**src/rtl/div_arbiter.sv**
```systemverilog
`default_nettype none
// ============================================================================
//  Module   : div_arbiter
//  Purpose  : Shares one multi-cycle divider between two issue slots.
//             Selects one requester and hands its operands to the divider.
//             Returns the 64-bit result to that requester with a one-cycle
//             done pulse.
//             While the divider is busy, a slot that is requesting sees stall.
//  Revision : 1.0 - initial release
// ----------------------------------------------------------------------------
//  Parameters
//    PRIO_SLOT0   1 = slot 0 always wins a tie, 0 = round-robin between slots
//  Optional feature
//    DIV_RESULT_CACHE_EN  when defined, a one-entry result cache lets an exact
//                         repeat of the last completed division skip the
//                         divider and complete in one cycle
//  Ports
//    clk, rst                     clock, synchronous active-high reset
//    req{0,1}_valid/_signed/_a/_b slot requests and operands
//    flush                        abandons any operation in progress
//    stall0/stall1                slot must hold its instruction
//    done0/done1                  one-cycle result-valid pulse per slot
//    result                       {remainder, quotient}
//    div_start/_signed/_opa/_opb  command to the shared divider
//    div_annul                    cancels the divider's current operation
//    div_result, div_ready        response from the shared divider
// ============================================================================
module div_arbiter #(
  parameter int PRIO_SLOT0 = 1
) (
  input  logic        clk,
  input  logic        rst,
  input  logic        req0_valid,
  input  logic        req1_valid,
  input  logic        req0_signed,
  input  logic        req1_signed,
  input  logic [31:0] req0_a,
  input  logic [31:0] req0_b,
  input  logic [31:0] req1_a,
  input  logic [31:0] req1_b,
  input  logic        flush,
  output logic        stall0,
  output logic        stall1,
  output logic        done0,
  output logic        done1,
  output logic [63:0] result,
  output logic        div_start,
  output logic        div_signed,
  output logic [31:0] div_opa,
  output logic [31:0] div_opb,
  output logic        div_annul,
  input  logic [63:0] div_result,
  input  logic        div_ready
);

  localparam logic [1:0] C_IDLE = 2'd0;
  localparam logic [1:0] C_BUSY = 2'd1;
  localparam logic [1:0] C_DONE = 2'd2;

  logic [1:0]  r_state;
  logic        r_owner;       // 0 = slot 0, 1 = slot 1
  logic        r_signed;
  logic [31:0] r_a;
  logic [31:0] r_b;
  logic [63:0] r_result;
  logic        r_last_grant;  // slot granted most recently

  logic        w_req_any;
  logic        w_grant1;      // winner of this cycle's arbitration is slot 1
  logic        w_win_signed;
  logic [31:0] w_win_a;
  logic [31:0] w_win_b;
  logic        w_done;

  assign w_req_any = req0_valid | req1_valid;

  // w_grant1 is only consumed when at least one slot is requesting.
  always_comb begin
    w_grant1 = 1'b0;
    if (PRIO_SLOT0 != 0) begin
      w_grant1 = ~req0_valid;
    end else if (req0_valid && req1_valid) begin
      w_grant1 = ~r_last_grant;
    end else begin
      w_grant1 = ~req0_valid;
    end
  end

  assign w_win_signed = w_grant1 ? req1_signed : req0_signed;
  assign w_win_a      = w_grant1 ? req1_a      : req0_a;
  assign w_win_b      = w_grant1 ? req1_b      : req0_b;

`ifdef DIV_RESULT_CACHE_EN
  logic        r_cache_valid;
  logic        r_cache_signed;
  logic [31:0] r_cache_a;
  logic [31:0] r_cache_b;
  logic [63:0] r_cache_result;
  logic        w_cache_hit;

  assign w_cache_hit = r_cache_valid && (r_cache_signed == w_win_signed) &&
                       (r_cache_a == w_win_a) && (r_cache_b == w_win_b);

  // Captured only for divisions that actually complete; flush leaves the
  // entry intact because the stored result is still arithmetically correct.
  always_ff @(posedge clk) begin
    if (rst) begin
      r_cache_valid  <= 1'b0;
      r_cache_signed <= 1'b0;
      r_cache_a      <= 32'h0;
      r_cache_b      <= 32'h0;
      r_cache_result <= 64'h0;
    end else if (r_state == C_BUSY && !flush && div_ready) begin
      r_cache_valid  <= 1'b1;
      r_cache_signed <= r_signed;
      r_cache_a      <= r_a;
      r_cache_b      <= r_b;
      r_cache_result <= div_result;
    end
  end
`endif

  always_ff @(posedge clk) begin
    if (rst) begin
      r_state      <= C_IDLE;
      r_owner      <= 1'b0;
      r_signed     <= 1'b0;
      r_a          <= 32'h0;
      r_b          <= 32'h0;
      r_result     <= 64'h0;
      r_last_grant <= 1'b1;   // slot 0 wins the first round-robin tie
    end else begin
      case (r_state)
        C_IDLE: begin
          if (w_req_any && !flush) begin
            r_owner      <= w_grant1;
            r_signed     <= w_win_signed;
            r_a          <= w_win_a;
            r_b          <= w_win_b;
            r_last_grant <= w_grant1;
`ifdef DIV_RESULT_CACHE_EN
            if (w_cache_hit) begin
              r_result <= r_cache_result;
              r_state  <= C_DONE;
            end else begin
              r_state  <= C_BUSY;
            end
`else
            r_state      <= C_BUSY;
`endif
          end
        end
        C_BUSY: begin
          // Flush wins over a coincident div_ready: the result is dropped.
          if (flush) begin
            r_state <= C_IDLE;
          end else if (div_ready) begin
            r_result <= div_result;
            r_state  <= C_DONE;
          end
        end
        C_DONE: begin
          r_state <= C_IDLE;
        end
        default: begin
          r_state <= C_IDLE;
        end
      endcase
    end
  end

  // Divider command is withdrawn in the same cycle a flush arrives, and the
  // annul pulse is naturally one cycle long because BUSY is left next edge.
  assign div_start  = (r_state == C_BUSY) & ~flush;
  assign div_annul  = (r_state == C_BUSY) &  flush;
  assign div_signed = r_signed;
  assign div_opa    = r_a;
  assign div_opb    = r_b;

  assign w_done = (r_state == C_DONE) & ~flush;
  assign done0  = w_done & ~r_owner;
  assign done1  = w_done &  r_owner;

  assign stall0 = req0_valid & ~done0;
  assign stall1 = req1_valid & ~done1;

  assign result = r_result;

endmodule
`default_nettype wire

```
**config.mk**
```make
export PLATFORM = sky130hd
export DESIGN_NAME = div_arbiter
export DESIGN_NICKNAME = d
export VERILOG_FILES = /design/src/rtl/div_arbiter.sv
export SDC_FILE = /design/constraint.sdc
export NUM_CORES = 1
export LEC_CHECK = 0
export BUFFER_PORTS_ARGS = -buffer_cell sky130_fd_sc_hd__buf_2
export CORE_MARGIN = 3
export CORE_UTILIZATION = 34
export DETAILED_ROUTE_END_ITERATION = 8
export PLACE_DENSITY = 0.66
export SLEW_MARGIN = 5
export SYNTH_ARGS = -nofsm -noshare
export SYNTH_HDL_FRONTEND = slang
export SYNTH_SLANG_ARGS = --single-unit
```
**constraint.sdc**
```tcl
create_clock -name clk -period 3.7 [get_ports clk]
set_clock_uncertainty 0.05 [all_clocks]
set_input_delay 0.37 -clock clk [delete_from_list [all_inputs] [get_ports clk]]
set_output_delay 0.37 -clock clk [all_outputs]
set_load 0.01 [all_outputs]
```
==> results.toml <==
[status]
status = "completed"

[timing]
relSlewSlack_pct = 41.97
setup_tns_ps = 0
rsz0062_at_grt = "false"
finalSetupViolations = 0
timing.fmax_ghz = 0.4445
slew_violations = 0
finalCritPeriodShare_pct = 60.80
min_period_ps = 2250
hold_violations = 0
tightestPinTransition_ps = 870.5
holdWs_ps = 146.6

[clock_network]
post_cts_resized = 0
h-tree-depth = 4
cts_buffers = 17
root_buffer = "clkbuf_16"
clk_latency_ps = 400
cts_tree = "done"
clkTransAtPathRegs_ps = 60
post_cts_buffers = 0
ctsHoldBuffers = 0
cts.sinks = 132
cts_max_path_buffers = 2

[die]
num_rows = 45
pin_count = 335
core-area_um2 = 15540
dieHeight_um = 133.5
initial_core_util_pct = 35.56
dieArea_um2 = 17820
die_x_um = 133.5

[final_layout]
antenna_cells = 0
seq_area_um2 = 2643
nFillCells = 1522
area_growth_pct = 43.50
multiInputGateArea_um2 = 2615
nets = 1096
drive_gt1_share_pct = 45.87
final_area_um2 = 7929

[power]
clkPwrFrac_pct = 47.1
pwr-share-comb_pct = 13.7
p_switching_uw = 964.8
seqPwrFrac_pct = 39.3
ir_drop_mv = 0.2728
p_sw_share_pct = 24.64
cellLeakagePower_uw = 0.003674
p_int_uw = 2950
pwr_density_cell_nw_per_um2 = 493.8

[logic_synthesis]
synthAdderAreaFrac_pct = 0
yosys_register_bits = 132
syn_area_per_cell_um2 = 9.286
synth_warnings = 0
synth_cell_type_count = 23
yosys.area_share.simple_pct = 10.60
syn_area_um2 = 5525
muxShareOfSynthArea_pct = 11.78
syn-instance-count = 595
synth_compound_area_share_pct = 24.46
synth_top_family_by_area = "compound AO/OA/AOI/OAI gates"
synth-xor-area-share_pct = 0
yosysSeqAreaShare_pct = 47.83
synth_fp_nets = 795

[worst_hold_path]
worstHoldStart = "div_result[10]"
hold_class = "in -> reg"

[setup_path]
worstPathCellList = "nor4bb_1 -> buf_2"
cp_max_fo = 7
crit_family = "simple AND/OR/NAND/NOR gates"
r2r_start = "r_state[1]$_SDFFE_PP0P_"
critPathArrivalTime_ps = 1830
cpMaxStageDelayCell = "nor4bb_1"
worstSetupPathType = "reg -> out"
start_kind = "flip-flop"
crit_start = "r_state[1]$_SDFFE_PP0P_"
cp_num_buf_inv = 1
cp.required_ps = 3280
cp-end-kind = "primary output"
slowest_delay_ps = 660

[drt]
routedWlPerCell_um = 15.46
firstDrtPassIters = 4
drcViolationCount = 0
drt-initial-drc-count = 274
ant_nets = 0
vias = 5356
vias_per_cell = 4.782
wirelength_um = 17310

[global_routing]
overflow = 0
antenna_found_initial = 0
grt_pass1_vias = 5230
grt_usage_pct = 18.52
grt_pass1_wl_um = 26810
grt_max_degree = 70

[place]
hpwl_um = 11960
io_buffers = 334
place_area_um2 = 7276
gp_congestion = 0.7536

[run]
maxCapViolCount = 0
-- through the flow --
step           instances  utilization (%)  power, uW  setup WS [ps]
3_3_place_gp        1088            46.82       2099           1689
6_report            1120            51.02       3915           1450
3_5_place_dp        1088            46.82       2106           1631
2_1_floorplan        595                -       1875           2093
5_1_grt             1120            51.02       4086           1380
4_1_cts             1120            51.02       3968           1457
-- final timing paths --
path	cells after the start	slack [ps]	endpoint
worst min-delay path	3	150	result[10]$_SDFFE_PP0P_
worst max-delay path	2	1450	done1
worst min register to register	2	400	result[41]$_SDFFE_PP0P_
worst max register to register	4	1840	div_opb[30]$_SDFFE_PP0P_
-- registers in the layout, summed over array words and instances, names as in the netlist --
| signal | flops |
|---|---|
| div_opa | 32 |
| div_opb | 32 |
| result | 64 |
| div_signed | 1 |
| r_owner | 1 |
| r_state | 2 |
-- cells by family (layout without fill, tap and decap cells) --
family	after synthesis	count (layout)
buffers and inverters	59	373
AND/OR/NAND/NOR	142	142
AO/OA/AOI/OAI	197	197
multiplexers	65	65
flip-flops	132	132
-- power groups by stage --
stage                     clock [uW]  combinational, uW  sequential (uW)
after floorplan                    0                272             1600
after global placement             0                533             1570
after detailed placement           0                538             1570
after CTS                       1890                540             1540
after global routing            1950                585             1550
final                           1840                534             1540
-- cells in the final DEF (no fill, tap or decap), types with 7 or more instances in the layout --
cell       netlist  final
buf_2           25    332
dfxtp_1        132    132
buf_4            1      7
a21oi_1        131    131
a211oi_2        40     40
nand2_1        129    129
mux2i_1         65     65
a211oi_1        26     26
clkbuf_16        0     17
-- routing by layer --
metal	share of wire (%)	up-vias	track usage, %
li1	-	2694	-
met4	2.1	0	6.686
met5	0	-	0
met2	48	229	30.56
met3	8.3	26	6.382
met1	41	2407	22.48
-- tightest hold or removal path, cell delays in order --
cell and delay [ps]:
buf_2 100, nand2_1 40, a21oi_1 50
-- cell type report --
type | count | area share [%]
Clock buffer | 22 | 6.107
Sequential cell | 132 | 33.33
Multi-Input combinational cell | 404 | 32.98
Tap cell | 211 | 3.330
Timing Repair Buffer | 341 | 22.12
Clock inverter | 10 | 2.130
-- synthesized netlist by cell type --
library cell | n | share of area (%)
nor3_2 | 1 | 0.18
or2_1 | 1 | 0.11
nor4b_1 | 1 | 0.16
nor3b_1 | 1 | 0.14
buf_6 | 5 | 1.0
nor2_1 | 1 | 0.068
clkbuf_1 | 23 | 1.6
a211oi_1 | 26 | 3.5
buf_4 | 1 | 0.14
and3b_1 | 1 | 0.16
nor2b_1 | 2 | 0.23
nand4bb_1 | 1 | 0.20
and2_1 | 1 | 0.11
clkbuf_2 | 1 | 0.090
nand2_1 | 129 | 8.8
mux2i_1 | 65 | 12
a21oi_1 | 131 | 12
dfxtp_1 | 132 | 48
a211oi_2 | 40 | 9.1
buf_1 | 4 | 0.27
buf_2 | 25 | 2.3
nand2b_1 | 1 | 0.11
nor4bb_1 | 2 | 0.36
Power figures use the tool's default switching activity.
